File: src/rtl/sram_arbiter_pkg.sv
// sram_arbiter_pkg
// Shared types and constants for the instruction/data SRAM arbiter:
// FSM state encoding, owner encoding, bus widths and the latency-counter
// load helper.
package sram_arbiter_pkg;

  localparam int ADDR_W = 32;
  localparam int DATA_W = 32;
  localparam int BE_W   = 4;

  typedef enum logic [1:0] {
    ARB_IDLE  = 2'd0,
    ARB_ISSUE = 2'd1,
    ARB_WAIT  = 2'd2,
    ARB_RESP  = 2'd3
  } arb_state_t;

  localparam logic OWN_INST = 1'b0;
  localparam logic OWN_DATA = 1'b1;

  // WAIT runs for LAT cycles, so the counter starts at LAT-1 and the
  // capture happens when it reaches zero.
  function automatic logic [2:0] lat_load(input int lat);
    return 3'(lat - 1);
  endfunction

endpackage

File: src/rtl/sram_arbiter_if.sv
// sram_arbiter_if
// Bundles the fetch port, the load/store port, the stall requests and the
// SRAM port of the arbiter.
//   slave  : arbiter side (takes requests and mem_rdata, drives responses,
//            stall requests and the SRAM strobe/address/data)
//   master : client side (requesters, stall controller and SRAM model)
interface sram_arbiter_if;
  import sram_arbiter_pkg::*;

  logic              inst_req;
  logic [ADDR_W-1:0] inst_addr;
  logic              inst_flush;
  logic [DATA_W-1:0] inst_rdata;
  logic              inst_valid;

  logic              data_req;
  logic [BE_W-1:0]   data_we;
  logic [ADDR_W-1:0] data_addr;
  logic [DATA_W-1:0] data_wdata;
  logic [DATA_W-1:0] data_rdata;
  logic              data_valid;

  logic              if_stall;
  logic              mem_stall;

  logic              mem_en;
  logic [BE_W-1:0]   mem_we;
  logic [ADDR_W-1:0] mem_addr;
  logic [DATA_W-1:0] mem_wdata;
  logic [DATA_W-1:0] mem_rdata;

  modport slave (
    input  inst_req, inst_addr, inst_flush,
    input  data_req, data_we, data_addr, data_wdata,
    input  mem_rdata,
    output inst_rdata, inst_valid, data_rdata, data_valid,
    output if_stall, mem_stall,
    output mem_en, mem_we, mem_addr, mem_wdata
  );

  modport master (
    output inst_req, inst_addr, inst_flush,
    output data_req, data_we, data_addr, data_wdata,
    output mem_rdata,
    input  inst_rdata, inst_valid, data_rdata, data_valid,
    input  if_stall, mem_stall,
    input  mem_en, mem_we, mem_addr, mem_wdata
  );

endinterface

File: src/rtl/sram_arbiter.sv
// sram_arbiter
// Shares one single-port SRAM between the IF fetch port and the MEM
// load/store port. A registered IDLE/ISSUE/WAIT/RESP FSM grants one access
// at a time (data beats fetch on a tie), pulses mem_en for one cycle, waits
// LAT cycles and then presents a one-cycle valid to the owner.
// Ports:
//   clk : rising-edge clock
//   rst : asynchronous active-low reset
//   bus : sram_arbiter_if.slave (requests, responses, stalls, SRAM port)
// Parameter:
//   LAT : SRAM read latency from the mem_en cycle, legal range 1..7
module sram_arbiter
  import sram_arbiter_pkg::*;
#(
  parameter int LAT = 1
) (
  input  logic               clk,
  input  logic               rst,
  sram_arbiter_if.slave      bus
);

  localparam logic [2:0] CNT_LOAD = lat_load(LAT);

  arb_state_t        state;
  arb_state_t        state_nxt;
  logic              grant_data;
  logic              grant_inst;
  logic              owner;
  logic [2:0]        cnt;
  logic              drop;
  logic              drop_now;
  logic              capture;

  logic [BE_W-1:0]   mem_we_reg;
  logic [ADDR_W-1:0] mem_addr_reg;
  logic [DATA_W-1:0] mem_wdata_reg;
  logic [DATA_W-1:0] inst_rdata_reg;
  logic [DATA_W-1:0] data_rdata_reg;

  // State register
  always_ff @(posedge clk or negedge rst) begin
    if (!rst) state <= ARB_IDLE;
    else      state <= state_nxt;
  end

  // Next-state and grant decode
  always_comb begin
    state_nxt  = state;
    grant_data = 1'b0;
    grant_inst = 1'b0;
    case (state)
      ARB_IDLE: begin
        if (bus.data_req) begin
          grant_data = 1'b1;
          state_nxt  = ARB_ISSUE;
        end else if (bus.inst_req) begin
          grant_inst = 1'b1;
          state_nxt  = ARB_ISSUE;
        end
      end
      ARB_ISSUE: state_nxt = ARB_WAIT;
      ARB_WAIT:  if (cnt == 3'd0) state_nxt = ARB_RESP;
      // The requester still holds the finished request here, so RESP
      // never re-arbitrates.
      ARB_RESP:  state_nxt = ARB_IDLE;
      default:   state_nxt = ARB_IDLE;
    endcase
  end

  // A flush in the capture cycle itself must already block the inst_rdata
  // update, so the registered drop flag is combined with the live flush.
  assign drop_now = bus.inst_flush && (owner == OWN_INST) && (state != ARB_IDLE);
  assign capture  = (state == ARB_WAIT) && (cnt == 3'd0);

  // Access bookkeeping, SRAM request registers and response data
  always_ff @(posedge clk or negedge rst) begin
    if (!rst) begin
      owner          <= OWN_INST;
      cnt            <= 3'd0;
      drop           <= 1'b0;
      mem_we_reg     <= '0;
      mem_addr_reg   <= '0;
      mem_wdata_reg  <= '0;
      inst_rdata_reg <= '0;
      data_rdata_reg <= '0;
    end else begin
      if (grant_data || grant_inst) begin
        owner         <= grant_data ? OWN_DATA : OWN_INST;
        mem_addr_reg  <= grant_data ? bus.data_addr : bus.inst_addr;
        mem_we_reg    <= grant_data ? bus.data_we : '0;
        mem_wdata_reg <= bus.data_wdata;
      end

      if (state == ARB_ISSUE)                   cnt <= CNT_LOAD;
      else if (state == ARB_WAIT && cnt != 3'd0) cnt <= cnt - 3'd1;

      // RESP always leads to IDLE, so clearing here clears on IDLE entry.
      if (state == ARB_RESP) drop <= 1'b0;
      else if (drop_now)     drop <= 1'b1;

      if (capture) begin
        if (owner == OWN_DATA) begin
          if (mem_we_reg == '0) data_rdata_reg <= bus.mem_rdata;
        end else if (!(drop || drop_now)) begin
          inst_rdata_reg <= bus.mem_rdata;
        end
      end
    end
  end

  // Strobes and valids decode from state so an async reset kills them at once
  assign bus.mem_en     = (state == ARB_ISSUE);
  assign bus.mem_we     = mem_we_reg;
  assign bus.mem_addr   = mem_addr_reg;
  assign bus.mem_wdata  = mem_wdata_reg;

  assign bus.inst_valid = (state == ARB_RESP) && (owner == OWN_INST) && !drop;
  assign bus.data_valid = (state == ARB_RESP) && (owner == OWN_DATA);
  assign bus.inst_rdata = inst_rdata_reg;
  assign bus.data_rdata = data_rdata_reg;

  assign bus.if_stall   = bus.inst_req && !bus.inst_valid;
  assign bus.mem_stall  = bus.data_req && !bus.data_valid;

endmodule
File: src/flat_wrapper.sv
// flat-port wrapper written by rule: the top's interface ports become plain ports
module sram_arbiter_flat import sram_arbiter_pkg::*;
#(
  parameter int LAT = 1
)
  (clk, rst, bus_inst_req, bus_inst_addr, bus_inst_flush, bus_data_req, bus_data_we, bus_data_addr, bus_data_wdata, bus_mem_rdata, bus_inst_rdata, bus_inst_valid, bus_data_rdata, bus_data_valid, bus_if_stall, bus_mem_stall, bus_mem_en, bus_mem_we, bus_mem_addr, bus_mem_wdata);
  sram_arbiter_if bus_i ();
  input  logic clk;
  input  logic rst;
  input wire logic [$bits(bus_i.inst_req)-1:0] bus_inst_req;
  input wire logic [$bits(bus_i.inst_addr)-1:0] bus_inst_addr;
  input wire logic [$bits(bus_i.inst_flush)-1:0] bus_inst_flush;
  input wire logic [$bits(bus_i.data_req)-1:0] bus_data_req;
  input wire logic [$bits(bus_i.data_we)-1:0] bus_data_we;
  input wire logic [$bits(bus_i.data_addr)-1:0] bus_data_addr;
  input wire logic [$bits(bus_i.data_wdata)-1:0] bus_data_wdata;
  input wire logic [$bits(bus_i.mem_rdata)-1:0] bus_mem_rdata;
  output wire logic [$bits(bus_i.inst_rdata)-1:0] bus_inst_rdata;
  output wire logic [$bits(bus_i.inst_valid)-1:0] bus_inst_valid;
  output wire logic [$bits(bus_i.data_rdata)-1:0] bus_data_rdata;
  output wire logic [$bits(bus_i.data_valid)-1:0] bus_data_valid;
  output wire logic [$bits(bus_i.if_stall)-1:0] bus_if_stall;
  output wire logic [$bits(bus_i.mem_stall)-1:0] bus_mem_stall;
  output wire logic [$bits(bus_i.mem_en)-1:0] bus_mem_en;
  output wire logic [$bits(bus_i.mem_we)-1:0] bus_mem_we;
  output wire logic [$bits(bus_i.mem_addr)-1:0] bus_mem_addr;
  output wire logic [$bits(bus_i.mem_wdata)-1:0] bus_mem_wdata;
  assign bus_i.inst_req = bus_inst_req;
  assign bus_i.inst_addr = bus_inst_addr;
  assign bus_i.inst_flush = bus_inst_flush;
  assign bus_i.data_req = bus_data_req;
  assign bus_i.data_we = bus_data_we;
  assign bus_i.data_addr = bus_data_addr;
  assign bus_i.data_wdata = bus_data_wdata;
  assign bus_i.mem_rdata = bus_mem_rdata;
  assign bus_inst_rdata = bus_i.inst_rdata;
  assign bus_inst_valid = bus_i.inst_valid;
  assign bus_data_rdata = bus_i.data_rdata;
  assign bus_data_valid = bus_i.data_valid;
  assign bus_if_stall = bus_i.if_stall;
  assign bus_mem_stall = bus_i.mem_stall;
  assign bus_mem_en = bus_i.mem_en;
  assign bus_mem_we = bus_i.mem_we;
  assign bus_mem_addr = bus_i.mem_addr;
  assign bus_mem_wdata = bus_i.mem_wdata;
  sram_arbiter #(.LAT(LAT)) u_core (.clk(clk), .rst(rst), .bus(bus_i));
endmodule
File: config.mk
export PLATFORM = sky130hd
export DESIGN_NAME = sram_arbiter_flat
export DESIGN_NICKNAME = d
export VERILOG_FILES = /design/src/rtl/sram_arbiter_pkg.sv /design/src/rtl/sram_arbiter_if.sv /design/src/rtl/sram_arbiter.sv /design/src/flat_wrapper.sv
export SDC_FILE = /design/constraint.sdc
export NUM_CORES = 1
export LEC_CHECK = 0
export CAP_MARGIN = 15
export CORE_UTILIZATION = 37
export DETAILED_ROUTE_END_ITERATION = 7
export PLACE_DENSITY_LB_ADDON = 0.05
export SETUP_SLACK_MARGIN = 0.1
export SLEW_MARGIN = 20
export SYNTH_ARGS = -nofsm -noshare
export SYNTH_HDL_FRONTEND = slang
export SYNTH_SLANG_ARGS = --single-unit
File: constraint.sdc
create_clock -name clk -period 2.2 [get_ports clk]
set_clock_uncertainty 0.2 [all_clocks]
set_input_delay 0.44 -clock clk [delete_from_list [all_inputs] [get_ports clk]]
set_output_delay 0.44 -clock clk [all_outputs]
set_load 0.05 [all_outputs]
==> summary.md, run 1 <==
| Metric | Value |
|---|---|
| Mapped Area | 5720 um^2 |
| Final Hold Viols | 0 |
| Post-synth EDFFs | 0 |
| Crit Path Max Fanout | 16 |
| CTS tree | built |
| First-pass GRT wire length | 24600 um |
| Fin crit period | 2190 ps |
| Synth top area cells | dfrtp_1 (61%), mux2_2 (13%), a22o_1 (10%) |
| Slew Limit Fails | 0 |
| CP Launch Type | register |
| Detailed Place HPWL | 11300 um |
| Critical path arrival | 2290 ps |
| Rows | 45 |
| Clk sinks | 139 |
| Most used DFF post-synth | dfrtp_1 |
| Routability cong. | 0.743 |
| Layout area overhead | 64.7% |
| Largest net degree at the start of global routing | 53 |
| RSZ-0062 raised after global routing | true |
| Hold/Removal Path Class | register to register |
| TritonCTS Buffers | 17 |
| Setup WS post-layout | 8.67 ps |
| Die Span Y | 126 um |
| Syn Nets | 512 |
| Top-count cell post-synth | dfrtp_1 |
| DR iter-0 viols | 185 |
| Number of library cell types mapped by synthesis | 27 |
| DRT antenna net count | 0 |
| Layout cells sized above 1 | 30.5% |
| Leading area contributor after synthesis | dfrtp_1 |
| Flop-to-flop setup slack | 9 ps |
| Maximum root-to-sink buffer count | 2 |
| #FFs+latches synth | 139 |
| Crit share post-route | 99.6% |
| Post-place setup slack | -101 ps |
| Vias per inst | 4.93 |
| Initial antenna violation count | 1 |
| Commonest cells post-synth | dfrtp_1 (139), mux2_2 (68), a22o_1 (65) |
| Core ar. | 15100 um^2 |
| WP buf/inv | 2 |
| Drt drc | 0 |
| Synth warn | 0 |
| Top cell type's share of synthesized area | 60.8% |
| Total track usage | 20.3% |
| Initial Util | 37.8% |
| Cells after Synth | 368 |
| Worst skew pair latency | 410 ps |
| Nets | 804 |
| CP delay by family, top | simple AND/OR/NAND/NOR gates |
| Clock root cell | clkbuf_16 |
| Run status | finished, final reports clean |
| CP cell instances | inv_1, ha_2, ha_4, nand4b_1, or4_4, buf_12, mux2_4 |
| Chip Width | 126 um |
| Multi-input logic area | 2150 um^2 |
| Worst-path clk slew | 60 ps |
| Final setup violation count | 0 |
| Via count | 4248 |
| Die ar. | 16000 um^2 |
| Leak pwr | 4.42 nW |
| Sequential cell area | 3480 um^2 |
| Pwr Total | 16.8 mW |
| WL per Instance | 18.2 um |
| Async S/R FF share, synth | 100% |
| Slowest cell on crit path | or4_4 |
| Worst rel slew slack | 63.7% |
| I/O pins | 274 |
| Antenna cells | 0 |
| Routed WL | 15700 um |
| H-tree levels | 4 |
| Achievable Freq | 456 MHz |
| Global route total overflow | 0 |
| Slowest stage delay, CP | 520 ps |
| Pre-antenna DRT Iters | 4 |
| Peak VDD IR | 0.846 mV |
| I/O Buffers | 273 |
| Crit Path Category | register to register |
| Average instance area after synthesis | 15.5 um^2 |
| Power Density | 1790 nW/um^2 |
| Crit end category | register |
| Total negative slack | 0 ps |
| Total of max-cap violations | 0 |
| Vias in the first global route | 4566 |
| # fillers | 1220 |
| Critical Path RT | 2300 ps |
| Worst-margin pin slew | 547 ps |
| Seq/Total Area, Yosys | 60.8% |
==> cell usage in the layout (no fill, tap or decap), drive strengths merged, types with 2 or more instances in the layout <==
| master | synthesis | final |
|---|---|---|
| bufinv | 0 | 2 |
| clkinv | 0 | 5 |
| dfrtp | 139 | 139 |
| a32o | 4 | 4 |
| mux2 | 98 | 98 |
| ha | 7 | 7 |
| clkdlybuf4s50 | 0 | 134 |
| nor2 | 6 | 6 |
| dlygate4sd2 | 0 | 101 |
| clkinvlp | 0 | 4 |
| clkbuf | 14 | 22 |
| buf | 13 | 62 |
| and2 | 2 | 2 |
| inv | 5 | 5 |
| a22o | 65 | 65 |
| nor2b | 4 | 4 |
==> through the flow <==
stage               area, um^2  utilization [%]  cells  hold WS [ps]
floorplan                 5750                -    368         -55.6
global placement          8790             58.1    823           232
detailed placement        8790             58.1    823           237
CTS                       9360             61.8    858           301
global route              9420             62.2    861           309
finish                    9420             62.2    861           297
==> kinds of logic (layout without fill, tap and decap cells) <==
group	Yosys count	after routing	synth area share, %
flops	139	139	60.8
simple gates	18	18	1.77
fa+ha+maj	7	7	1.53
compound gates	73	73	11.2
mux	98	98	21.3
xor+xnor	1	1	0.153
buf+inv	32	337	3.26
==> final cells by class <==
| class | instances | area share, % |
|---|---|---|
| clock inverters | 11 | 1.26 |
| well taps | 188 | 2.50 |
| repair buffers | 300 | 31.3 |
| multi-input cells | 197 | 22.8 |
| flip-flops and latches | 139 | 36.9 |
| clock buffers | 21 | 4.99 |
| inverters | 5 | 0.199 |
==> layer usage <==
metal	track usage, %	wire length, um	vias up
met5	0	13	-
met4	7.23	195	2
met3	7.21	1300	16
met2	34.2	7800	193
met1	23.9	6350	2094
li1	-	-	1943
==> path summary, 6_finish.rpt <==
kind                                                             from  depth (start not counted)                               endpoint
worst min register to register  u_core.bus.inst_rdata[12]$_DFFE_PN0P_                          1  u_core.bus.inst_rdata[12]$_DFFE_PN0P_
worst min-delay path            u_core.bus.inst_rdata[12]$_DFFE_PN0P_                          1  u_core.bus.inst_rdata[12]$_DFFE_PN0P_
min in group asynchronous                                         rst                          2  u_core.bus.inst_rdata[21]$_DFFE_PN0P_
worst max register to register              u_core.cnt[0]$_DFFE_PN0P_                          7  u_core.bus.data_rdata[19]$_DFFE_PN0P_
worst max-delay path                        u_core.cnt[0]$_DFFE_PN0P_                          7  u_core.bus.data_rdata[19]$_DFFE_PN0P_
max in group asynchronous                                         rst                          3   u_core.bus.inst_rdata[8]$_DFFE_PN0P_
==> power breakdown <==
part	switching [mW]	internal, mW
sequential	0.687	3.82
clock	1.06	1.75
combinational	6.14	3.36
total	7.89	8.93
==> repair_timing <==
item / CTS / global route
gates cloned: 2 / 1
endpoints found under the hold margin: 49 / 0
pin swaps: 0 / 1
hold buffers: 1 / 0
endpoints found under the setup margin: 137 / 45
gates resized for setup: 114 / 3
buffers inserted: 0 / 2
No activity file was read; power rests on OpenSTA's default activity.
==> inputs of run 2 (changes only) <==
--- a/config.mk
+++ b/config.mk
@@ -7,6 +7,7 @@
 export LEC_CHECK = 0
 export CAP_MARGIN = 15
 export CORE_UTILIZATION = 37
+export CTS_CLUSTER_DIAMETER = 100
 export DETAILED_ROUTE_END_ITERATION = 7
 export PLACE_DENSITY_LB_ADDON = 0.05
 export SETUP_SLACK_MARGIN = 0.1
==> results of run 2 <==
Final layout, timing and power as in run 1 (identical DEF).
==> RTL edit 1, RTL diff (flow settings as in run 1) <==
Encoding of `arb_state_t`: now one-hot (4 bits for 4 states).
--- a/src/rtl/sram_arbiter_pkg.sv
+++ b/src/rtl/sram_arbiter_pkg.sv
@@ -8,11 +8,11 @@
   localparam int DATA_W = 32;
   localparam int BE_W   = 4;
 
-  typedef enum logic [1:0] {
-    ARB_IDLE  = 2'd0,
-    ARB_ISSUE = 2'd1,
-    ARB_WAIT  = 2'd2,
-    ARB_RESP  = 2'd3
+  typedef enum logic [3:0] {
+    ARB_IDLE  = 4'b0001,
+    ARB_ISSUE = 4'b0010,
+    ARB_WAIT  = 4'b0100,
+    ARB_RESP  = 4'b1000
   } arb_state_t;
 
   localparam logic OWN_INST = 1'b0;
Check against the original RTL: same outputs for any inputs over 10 cycles, from zero or initial values and one cycle with rst low; not proved beyond that.
==> RTL edit 1 against run 1 <==
Die area increased by 3.3%; power increased by 1.4%; setup slack got worse by 0.072 ns; wire length increased by 19%; register-to-register slack got worse by 0.03 ns; maximum frequency decreased by 3.2%; sequential cell count increased by 2; first-iteration DRC count decreased by 7.0%; highest routed layer is now met4; largest cell class unchanged; design area increased by 8.8%; area after synthesis increased by 3.4%; the flow now finishes with violations (setup timing).
==> RTL edit 1: results (changes against run 1) <==
.. list-table::
   :header-rows: 1

   * - Metric
     - Value
   * - Result of the run
     - finished with violations (was completed)
   * - Violations in the final reports
     - setup timing
   * - Hold_ws
     - 0.286 ns (was 0.297 ns)
   * - Number of nets in the synthesized netlist
     - 582 (was 512)
   * - Count of placed standard cells including taps
     - 913 (was 823)
   * - Sequential element share of the synthesized area
     - 0.597 (was 0.608)
   * - DR vias/cell
     - 5.02 (was 4.93)
   * - Ratio of cells with drive above 1 in the final layout
     - 0.316 (was 0.305)
   * - Post-Route WL
     - 18.6 mm (was 15.7 mm)
   * - Signal arrival time at the worst endpoint
     - 1.62 ns (was 2.29 ns)
   * - Slack of the worst reg-to-reg path
     - -0.02 ns (was 0.009 ns)
   * - Leak Pwr
     - 0.00495 uW (was 0.00442 uW)
   * - # setup viols final
     - 20 (was 0)
   * - Reg2Reg Capture Point
     - u_core.bus.inst_rdata[15] (was u_core.bus.data_rdata[19])
   * - Detailed placer's ending HPWL
     - 11.5 mm (was 11.3 mm)
   * - Min setup slack post-route
     - -0.0635 ns (was 0.00867 ns)
   * - Minimum setup slack after placement
     - -0.0249 ns (was -0.101 ns)
   * - Final nets
     - 889 (was 804)
   * - Switching Fraction
     - 0.463 (was 0.469)
   * - Number of antenna violations at the first check in global routing
     - 0 (was 1)
   * - Final cell count without fillers
     - 974 (was 861)
   * - Post-route setup TNS
     - -0.321 ns (was 0 ns)
   * - Relative slew slack
     - 0.604 (was 0.637)
   * - Total power per unit cell area
     - 1660 nW/um^2 (was 1790 nW/um^2)
   * - FF/Latch Area
     - 3530 um^2 (was 3480 um^2)
   * - Via count of the first global-routing pass
     - 5113 (was 4566)
   * - Launching point of the worst reg2reg path
     - u_core.state[0] (was u_core.cnt[0])
   * - Sequential Power
     - 4380 uW (was 4510 uW)
   * - End point of the most critical hold path
     - u_core.bus.mem_addr[8] (was u_core.bus.inst_rdata[12])
[RTL edit 1: what timing repair did]
item,4_1_cts,5_1_grt
pin swaps,4,5
gates cloned,2,9
endpoints found under the setup margin,211,134
hold buffers,1,0
gates resized for setup,125,128
hold endpoints to repair,52,0
buffers inserted,13,4
[RTL edit 1: worst max-delay path by stage]
stage	from	end	slack, ns	cells past startpoint
floorplan	u_core.state[1]	bus_mem_stall	-0.05	3
global placement	bus_inst_flush	u_core.bus.inst_rdata[31]	0.04	5
detailed placement	u_core.state[0]	u_core.bus.mem_addr[14]	-0.02	4
CTS	u_core.state[2]	bus_mem_stall	-0.07	4
global route	u_core.state[0]	bus_mem_en	-0.11	3
finish	u_core.state[3]	bus_mem_en	-0.06	3
[RTL edit 1: logic make-up (layout without fill, tap and decap cells)]
logic type               count (synthesis)  count (layout)  share of synthesized area
flip-flops                             141             141                      0.597
AO/OA/AOI/OAI                          110             110                      0.116
multiplexers                            97              97                      0.184
AND/OR/NAND/NOR                         57              57                     0.0666
buffers and inverters                   36             356                     0.0317
adder cells (fa/ha/maj)                  2               2                    0.00423
[RTL edit 1: area by class of cell]
type,instances,share of cell area
sequential,141,0.345
timing repair buffer,319,0.318
multi-input combinational,266,0.252
clock buffer,20,0.0426
tap,211,0.0258
clock inverter,12,0.0137
inverter,5,0.00269
[RTL edit 1: routing by layer]
layer	vias up	global-route usage	routed length (um)
met5	-	0	0
met4	0	0.0844	397
met3	31	0.0765	1420
met2	179	0.359	9150
met1	2456	0.250	7630
li1	2221	-	-
[RTL edit 1: tightest hold or removal path, delay by kind of cell, from the launching register on]
kind           cells  cell delay [ns]
flip-flops         1             0.33
AO/OA/AOI/OAI      2             0.12
==> RTL edit 2, RTL diff (config.mk and constraints of run 1) <==
Without the edit above. Set the package constant `BE_W` to 6 (it was 4).
--- a/src/rtl/sram_arbiter_pkg.sv
+++ b/src/rtl/sram_arbiter_pkg.sv
@@ -6,7 +6,7 @@
 
   localparam int ADDR_W = 32;
   localparam int DATA_W = 32;
-  localparam int BE_W   = 4;
+  localparam int BE_W   = 6;
 
   typedef enum logic [1:0] {
     ARB_IDLE  = 2'd0,
Ports: changed (resized bus_data_we and bus_mem_we); port bits go from 274 to 278. No check against the original RTL was run, so the function may have changed too.
==> RTL edit 2 against run 1 <==
Count of clock-buffer cells in the layout grew 1; sequential cell count rose by 2; setup slack better by 0.12 ns; power is 2.7% higher; wire length up 0.82%; design area is 1.1% higher; sequential power up 1%; area after synthesis rose by 1.8%; clock power increased by 18%; largest cell class unchanged; largest power group unchanged.
==> RTL edit 2: results (changes against run 1) <==
.. list-table::
   :header-rows: 1

   * - Metric
     - Value
   * - Result of the run
     - completed (unchanged)
   * - Number of cell instances on the worst register-to-register path
     - 8 (was 7)
   * - Area share of xor/xnor cells in the synthesized design
     - 0.00150 (was 0.00153)
   * - Largest driver fanout on the critical path
     - 4 (was 16)
   * - Largest stage delay on the critical path
     - 0.39 ns (was 0.52 ns)
   * - Multiplexer area fraction after synthesis
     - 0.209 (was 0.213)
   * - Leak Pwr
     - 0.00446 uW (was 0.00442 uW)
   * - Most frequent cells after synthesis
     - dfrtp_1 (141), a22o_1 (69), mux2_2 (64) (was dfrtp_1 (139), mux2_2 (68), a22o_1 (65))
   * - Minimum setup slack after placement
     - -0.0758 ns (was -0.101 ns)
   * - Post-Route WL
     - 15.8 mm (was 15.7 mm)
   * - Number of nets in the synthesized netlist
     - 519 (was 512)
   * - IO Port Bufs
     - 277 (was 273)
   * - Top area cells in the synthesized netlist
     - dfrtp_1 (61%), mux2_2 (12%), a22o_1 (10%) (was dfrtp_1 (61%), mux2_2 (13%), a22o_1 (10%))
   * - Share of synthesized cell area in full adder, half adder and majority cells
     - 0.0150 (was 0.0153)
   * - Vias after detailed routing
     - 4272 (was 4248)
   * - 1st-iter DRT viols
     - 101 (was 185)
   * - Global-route usage over all layers
     - 0.201 (was 0.203)
   * - Pin slew with the least headroom to its limit
     - 0.763 ns (was 0.547 ns)
   * - Instance area after placement
     - 8890 um^2 (was 8790 um^2)
   * - Last weighted congestion value of the routability-driven placer
     - 0.785 (was 0.743)
   * - Endpoint required time on the critical path
     - 1.56 ns (was 2.30 ns)
   * - Switching component of the power
     - 7910 uW (was 7890 uW)
   * - Via count of the first global-routing pass
     - 4653 (was 4566)
   * - Synth Area in Compound Gates
     - 0.113 (was 0.112)
   * - Largest net degree at the start of global routing
     - 50 (was 53)
## RTL edit 2: changes by cell type after synthesis, sizes merged, moves of 2 or more
cell,before,now
buf,13,15
a22o,65,70
a32o,4,0
dfrtp,139,141
clkbuf,14,11
## RTL edit 2: power groups by stage
| stage | clock, uW | combinational, uW | sequential (uW) |
|---|---|---|---|
| 2_1_floorplan | 0 | 2330 | 8830 |
| 3_3_place_gp | 0 | 9930 | 4570 |
| 3_5_place_dp | 0 | 10000 | 4610 |
| 4_1_cts | 3370 | 9480 | 4570 |
| 5_1_grt | 3480 | 9820 | 4730 |
| 6_report | 3310 | 9410 | 4560 |
## RTL edit 2: cell type report
cell class                      instances  area [um^2]  share of cell area
Sequential cell                       141         3530               0.370
Timing Repair Buffer                  299         2840               0.298
Multi-Input combinational cell        201         2180               0.229
Clock buffer                           22          484              0.0508
Tap cell                              211          264              0.0277
Clock inverter                         10          208              0.0218
Inverter                                5         18.8             0.00197
## RTL edit 2: path summary, 6_finish.rpt
path                                                  end                      start  slack [ns]
worst max-delay path                           bus_mem_en            u_core.state[1]        0.13
worst min-delay path            u_core.bus.inst_rdata[29]  u_core.bus.inst_rdata[29]        0.29
worst max register to register    u_core.bus.mem_addr[14]            u_core.state[1]        0.15
worst min register to register  u_core.bus.inst_rdata[29]  u_core.bus.inst_rdata[29]        0.29
max in group asynchronous       u_core.bus.data_rdata[23]                        rst        0.83
min in group asynchronous        u_core.bus.data_rdata[7]                        rst        0.34
## RTL edit 2: worst register-to-register path, cell delays in order (launching register included)
cell and delay, ns:
dfrtp_1 0.39, buf_4 0.15, inv_1 0.09, ha_1 0.21, buf_6 0.18, o21ai_4 0.08
buf_12 0.19, buf_4 0.22, a22o_1 0.24
## RTL edit 2: per-layer routing
layer,part of all wire,vias up,track usage
li1,-,1968,-
met1,0.40,2103,0.227
met2,0.49,182,0.337
met3,0.094,17,0.0951
met4,0.011,2,0.0602
met5,0.00051,-,0
## RTL edit 2: repair_timing
item                                    4_1_cts  5_1_grt
cloned                                        0        0
hold buffers                                  1        0
resized for setup                           106        4
endpoints found under the hold margin        44        0
endpoints found under the setup margin      101       60
buffers inserted                              2        1
## RTL edit 2: metrics by stage
step | util | std cells | setup TNS (ns) | hold slack [ns]
after detailed placement | 0.582 | 853 | -3.10 | 0.220
after floorplan | - | 373 | 0 | -0.0556
final | 0.624 | 889 | 0 | 0.290
after CTS | 0.623 | 888 | 0 | 0.293
after global routing | 0.624 | 889 | 0 | 0.314
after global placement | 0.582 | 853 | -11.80 | 0.210
